### config.mk
export PLATFORM = sky130hd
export DESIGN_NAME = compare_scan_ctrl
export DESIGN_NICKNAME = d
export VERILOG_FILES = /design/src/rtl/compare_scan_ctrl_pkg.sv /design/src/rtl/compare_scan_ctrl_cmp.sv /design/src/rtl/compare_scan_ctrl.sv
export SDC_FILE = /design/constraint.sdc
export NUM_CORES = 1
export LEC_CHECK = 0
export CAP_MARGIN = 10
export CELL_PAD_IN_SITES_DETAIL_PLACEMENT = 2
export CELL_PAD_IN_SITES_GLOBAL_PLACEMENT = 2
export CORE_MARGIN = 3
export CORE_UTILIZATION = 40
export DETAILED_ROUTE_END_ITERATION = 16
export GPL_TIMING_DRIVEN = 0
export PLACE_DENSITY = 0.74
export SYNTH_ARGS = -nofsm -noshare
export SYNTH_HDL_FRONTEND = slang
export SYNTH_SLANG_ARGS = --single-unit
### constraint.sdc
create_clock -name clk -period 6.7 [get_ports clk]
set_input_delay 1.675 -clock clk [delete_from_list [all_inputs] [get_ports clk]]
set_output_delay 1.675 -clock clk [all_outputs]
set_load 0.005 [all_outputs]
### src/rtl/compare_scan_ctrl_pkg.sv
`default_nettype none
// +--------------------------------------------------------------------------+
// | compare_scan_ctrl_pkg : FSM state encodings and comparator result codes  |
// | Rev 1.0                                                                  |
// +--------------------------------------------------------------------------+
package compare_scan_ctrl_pkg;

  typedef enum logic [1:0] {
    S_IDLE = 2'd0,
    S_SCAN = 2'd1,
    S_DONE = 2'd2
  } state_t;

  localparam logic [7:0] CMP_TRUE  = 8'hFF;
  localparam logic [7:0] CMP_FALSE = 8'h00;

endpackage
`default_nettype wire

### src/rtl/compare_scan_ctrl_cmp.sv
`default_nettype none
// +--------------------------------------------------------------------------+
// | compare_scan_ctrl_cmp : 8-bit combinational comparator, 8'hFF when a>=b  |
// | Rev 1.0                                                                  |
// +--------------------------------------------------------------------------+
module compare_scan_ctrl_cmp
  import compare_scan_ctrl_pkg::*;
(
  input  logic [7:0] a,
  input  logic [7:0] b,
  output logic [7:0] out
);

  always_comb begin
    out = (a >= b) ? CMP_TRUE : CMP_FALSE;
  end

endmodule
`default_nettype wire

### src/rtl/compare_scan_ctrl.sv
`default_nettype none
// +--------------------------------------------------------------------------+
// | compare_scan_ctrl : scans buffer entries 0..len-1 for max (and min when  |
// | MIN_TRACK_EN is defined) using the shared comparator.   Rev 1.0          |
// +--------------------------------------------------------------------------+
module compare_scan_ctrl
  import compare_scan_ctrl_pkg::*;
#(
  parameter int DEPTH = 8,
  parameter int AW    = 3
)
(
  input  logic          clk,
  input  logic          reset,
  input  logic          wr_en,
  input  logic [AW-1:0] wr_addr,
  input  logic [7:0]    wr_data,
  input  logic          start,
  input  logic [AW:0]   len,
  output logic          busy,
  output logic          done,
  output logic          empty,
  output logic [7:0]    max_val,
  output logic [AW-1:0] max_idx
`ifdef MIN_TRACK_EN
  ,
  output logic [7:0]    min_val,
  output logic [AW-1:0] min_idx
`endif
);

  state_t        state;
  state_t        state_nxt;
  logic [7:0]    mem [DEPTH];
  logic [AW-1:0] idx;
  logic [AW-1:0] last;
  logic [AW-1:0] last_nxt;
  logic [7:0]    rd_data;
  logic [7:0]    max_cmp;
  logic          len_zero;

  assign rd_data  = mem[idx];
  assign len_zero = (len == '0);

  // Oversized lengths clamp to the full buffer; last holds the final index.
  always_comb begin
    last_nxt = '0;
    if (len >= (AW+1)'(DEPTH)) begin
      last_nxt = AW'(DEPTH - 1);
    end else begin
      last_nxt = len[AW-1:0] - AW'(1);
    end
  end

  compare_scan_ctrl_cmp u_cmp_max (
    .a   (rd_data),
    .b   (max_val),
    .out (max_cmp)
  );

`ifdef MIN_TRACK_EN
  logic [7:0] min_cmp;

  compare_scan_ctrl_cmp u_cmp_min (
    .a   (min_val),
    .b   (rd_data),
    .out (min_cmp)
  );
`endif

  always_ff @(posedge clk) begin
    if (reset) begin
      state <= S_IDLE;
    end else begin
      state <= state_nxt;
    end
  end

  always_comb begin
    state_nxt = state;
    busy      = 1'b0;
    done      = 1'b0;
    case (state)
      S_IDLE: begin
        if (start) begin
          state_nxt = len_zero ? S_DONE : S_SCAN;
        end
      end
      S_SCAN: begin
        busy = 1'b1;
        if (idx == last) begin
          state_nxt = S_DONE;
        end
      end
      S_DONE: begin
        done      = 1'b1;
        state_nxt = S_IDLE;
      end
      default: begin
        state_nxt = S_IDLE;
      end
    endcase
  end

  always_ff @(posedge clk) begin
    if (reset) begin
      for (int i = 0; i < DEPTH; i++) begin
        mem[i] <= '0;
      end
      idx     <= '0;
      last    <= '0;
      empty   <= 1'b0;
      max_val <= '0;
      max_idx <= '0;
`ifdef MIN_TRACK_EN
      min_val <= '0;
      min_idx <= '0;
`endif
    end else begin
      // The buffer is frozen while a scan is walking it.
      if (wr_en && (state != S_SCAN)) begin
        mem[wr_addr] <= wr_data;
      end
      case (state)
        S_IDLE: begin
          if (start) begin
            idx   <= '0;
            last  <= last_nxt;
            empty <= len_zero;
            if (len_zero) begin
              max_val <= '0;
              max_idx <= '0;
`ifdef MIN_TRACK_EN
              min_val <= '0;
              min_idx <= '0;
`endif
            end
          end
        end
        S_SCAN: begin
          if (idx == '0) begin
            max_val <= rd_data;
            max_idx <= idx;
`ifdef MIN_TRACK_EN
            min_val <= rd_data;
            min_idx <= idx;
`endif
          end else begin
            if (max_cmp == CMP_TRUE) begin
              max_val <= rd_data;
              max_idx <= idx;
            end
`ifdef MIN_TRACK_EN
            if (min_cmp == CMP_TRUE) begin
              min_val <= rd_data;
              min_idx <= idx;
            end
`endif
          end
          if (idx == last) begin
            idx <= '0;
          end else begin
            idx <= idx + AW'(1);
          end
        end
        default: begin
          idx <= '0;
        end
      endcase
    end
  end

endmodule
`default_nettype wire

==> summary.json <==
{
  "postSynthCellCount": {"value": 298},
  "detailroute.wirelength.met3": {"value": 286, "unit": "um"},
  "worst_path_max_delay_cell": {"value": "sky130_fd_sc_hd__nor3_1"},
  "grt_pass1_wl": {"value": 15.9, "unit": "mm"},
  "postSynthAreaPerCell": {"value": 13.8, "unit": "um^2"},
  "holdCritPathClass": {"value": "reg -> reg"},
  "synth_sequential_area_ratio": {"value": 58.0, "unit": "%"},
  "synth_edf_count": {"value": 64},
  "fin_crit": {"value": 3810, "unit": "ps"},
  "critical_path.endpoint_type": {"value": "flip-flop"},
  "outcome": {"value": "finished clean"},
  "final_core_util": {"value": 48.6, "unit": "%"},
  "clk_pin_slew_worst_paths": {"value": 90, "unit": "ps"},
  "gpl.final_weighted_congestion": {"value": 0.688},
  "route.final.wire_length": {"value": 9.99, "unit": "mm"},
  "post-cts-setup-buffers": {"value": 0},
  "highest-signal-layer": {"value": "met4"},
  "worst_clock_skew": {"value": 10.7, "unit": "ps"},
  "critPathLaunchType": {"value": "primary input"},
  "numClockSinks": {"value": 87},
  "cts_inserted_buffers": {"value": 9},
  "timing.final.hold_violations": {"value": 0},
  "starting_density": {"value": 41.6, "unit": "%"},
  "cp_max_fo": {"value": 9},
  "static-leakage-power": {"value": 1.71, "unit": "nW"},
  "layout.nets": {"value": 371},
  "areaGrowthSynthToFinish": {"value": 16.8, "unit": "%"},
  "synth_seq_cells": {"value": 87},
  "grt_overflow_total": {"value": 0},
  "power.ir.vdd_worst": {"value": 0.000138, "unit": "V"},
  "diodes": {"value": 0},
  "synthesis.area": {"value": 4110, "unit": "um^2"},
  "die_w": {"value": 107, "unit": "um"},
  "drt-pass1-iter-count": {"value": 4},
  "synth-async-reset-ratio": {"value": 0, "unit": "%"},
  "core-area": {"value": 9860, "unit": "um^2"},
  "cellPowerDensity": {"value": 231, "unit": "nW/um^2"},
  "fill_cell_count": {"value": 987},
  "post_cts_resize_count": {"value": 0},
  "grt_start_max_net_pins": {"value": 17},
  "critPathRequiredTime": {"value": 6750, "unit": "ps"},
  "detail_route.wirelength.met1": {"value": 4.23, "unit": "mm"},
  "drt-vias-per-instance": {"value": 5.28},
  "htree_num_levels": {"value": 3},
  "final.setup.tns": {"value": 0, "unit": "ps"},
  "maxSlewViolCount": {"value": 0},
  "max_slew.worst_pin.slew": {"value": 1070, "unit": "ps"},
  "wl_per_cell": {"value": 20.9, "unit": "um"},
  "min_period_over_period": {"value": 56.9, "unit": "%"},
  "critical-path-max-stage-delay": {"value": 900, "unit": "ps"},
  "die_outline_height": {"value": 107, "unit": "um"},
  "main_flop_type_after_synthesis": {"value": "sky130_fd_sc_hd__edfxtp_1"},
  "critical_path_class": {"value": "in -> reg"},
  "antenna_found_initial": {"value": 0},
  "ys_warn_count": {"value": 0},
  "cp_cell_sequence": {"value": "clkdlybuf4s50_1, nand4bb_1, nor3_1, or2_2"},
  "cts_root_buffer": {"value": "sky130_fd_sc_hd__clkbuf_8"},
  "num_io_pins": {"value": 33},
  "max_clock_freq": {"value": 262, "unit": "MHz"},
  "crit_arrival": {"value": 3860, "unit": "ps"},
  "grt_pass1_vias": {"value": 2788},
  "number_of_violations_reported_at_the_end_of_detailed_routing_iteration_0": {"value": 70},
  "clock_latency": {"value": 360, "unit": "ps"},
  "synth.net_count": {"value": 328},
  "die_area": {"value": 11500, "unit": "um^2"},
  "tritoncts": {"value": "built"},
  "hpwlAfterDp": {"value": 7.19, "unit": "mm"},
  "grt_util_all_layers": {"value": 18.8, "unit": "%"},
  "ctsHoldBuffers": {"value": 0},
  "synth_cell_type_count": {"value": 42},
  "post_route_cells_drive_above_1_share": {"value": 17.1, "unit": "%"},
  "report.final.setup_viol": {"value": 0},
  "grt_setup_unrepaired": {"value": "no"},
  "buffer_ports.inserted": {"value": 32},
  "core.rowCount": {"value": 36},
  "cts_buffer_depth": {"value": 2},
  "detailroute.via_count": {"value": 2527},
  "met2WireLength": {"value": 5.31, "unit": "mm"},
  "final_antenna_net_count": {"value": 0},
  "drc_errors": {"value": 0},
  "worst_slew_margin_relative_to_its_limit": {"value": 28.1, "unit": "%"},
  "drv_cap": {"value": 0}
}
## synth_stat cells, drive strengths merged (2+ instances only)
library cell	n	area, um^2
xor2	3	26.3
ha	11	138
nand2b	15	93.8
nor3b	2	20.0
o21ai	2	10.0
a311oi	3	26.3
mux4	16	360
mux2	7	78.8
o32ai	11	96.3
inv	15	56.3
and2	65	407
edfxtp	64	1920
mux2i	3	30.0
clkbuf	6	23.8
dfxtp	23	460
or2	8	50.1
nand2	2	7.51
nor2	15	78.8
buf	5	47.5
nor3	3	26.3
a21oi	3	15.0
nor2b	3	21.3
## through the flow
| stage | total power [mW] | cell area [um^2] | instances | hold slack, ps | setup WS, ps |
|---|---|---|---|---|---|
| after floorplan | 0.689 | 4110 | 298 | 469 | 3690 |
| after global placement | 0.738 | 4590 | 463 | 464 | 2650 |
| after detailed placement | 0.744 | 4590 | 463 | 484 | 2500 |
| after CTS | 1.12 | 4800 | 479 | 498 | 2840 |
| after global routing | 1.16 | 4800 | 479 | 535 | 2760 |
| final | 1.11 | 4800 | 479 | 491 | 2890 |
## registers in the layout (all words and copies together), names as in the netlist, named ones only
name / cells
mem: 64
max_val: 8
idx: 3
last: 3
max_idx: 3
state: 2
empty: 1
## worst paths after layout
| check | startpoint | end | slack [ps] | cells after the start |
|---|---|---|---|---|
| hold / removal | max_idx[2]$_SDFFE_PP0P_ | max_idx[2]$_SDFFE_PP0P_ | 490 | 2 |
| setup reg to reg | flip-flop | max_val[3]$_SDFFE_PP0P_ | 3330 | 11 |
| setup / recovery | reset | mem[1][2]$_SDFFCE_PN0P_ | 2890 | 4 |
| hold reg to reg | max_idx[2]$_SDFFE_PP0P_ | max_idx[2]$_SDFFE_PP0P_ | 490 | 2 |
## area by class of cell
type                       count  area (um^2)  area share [%]
buffer                        11         71.3            1.49
clock buffer                   9          124            2.58
clock inverter                 7         77.6            1.62
inverter                      15         56.3            1.17
multi-input combinational    185         1600            33.3
sequential                    87         2380            49.7
tap                          133          166            3.47
timing repair buffer          32          320            6.68
## cell families (layout without fill, tap and decap cells)
family / count (synthesis) / after routing / synth area share (%)
buffers and inverters: 26 / 74 / 3.11
XOR/XNOR: 4 / 4 / 0.853
adder cells (fa/ha/maj): 11 / 11 / 3.35
multiplexers: 26 / 26 / 11.4
flip-flops: 87 / 87 / 58.0
AND/OR/NAND/NOR: 118 / 118 / 18.2
AO/OA/AOI/OAI: 26 / 26 / 5.03
## critical path: cells and delay by family
kind,cells,cell delay [ps]
simple gates,3,1700
buf+inv,1,480
## where the power goes
group	switching, mW	total [mW]	internal [mW]	leakage, nW
logic	0.0651	0.118	0.0534	0.762
clock network	0.202	0.380	0.177	0.103
registers	0.0107	0.612	0.601	0.847
## layer usage
layer | vias up | track usage, %
li1 | 1180 | -
met1 | 1301 | 22.5
met2 | 36 | 34.0
met3 | 10 | 4.14
met4 | 0 | 4.78
met5 | - | 0
## cells in the final DEF, fill, tap and decap left out, types with 4 or more instances in the layout
cell / count
sky130_fd_sc_hd__and2_1: 65
sky130_fd_sc_hd__edfxtp_1: 64
sky130_fd_sc_hd__clkdlybuf4s50_1: 32
sky130_fd_sc_hd__dfxtp_1: 23
sky130_fd_sc_hd__mux4_2: 16
sky130_fd_sc_hd__inv_1: 15
sky130_fd_sc_hd__nand2b_1: 15
sky130_fd_sc_hd__nor2_1: 12
sky130_fd_sc_hd__o32ai_1: 11
sky130_fd_sc_hd__ha_1: 11
sky130_fd_sc_hd__clkbuf_8: 9
sky130_fd_sc_hd__or2_2: 8
sky130_fd_sc_hd__mux2_2: 7
sky130_fd_sc_hd__clkbuf_1: 5
sky130_fd_sc_hd__inv_6: 4
No activity file was read; power rests on OpenSTA's default activity.
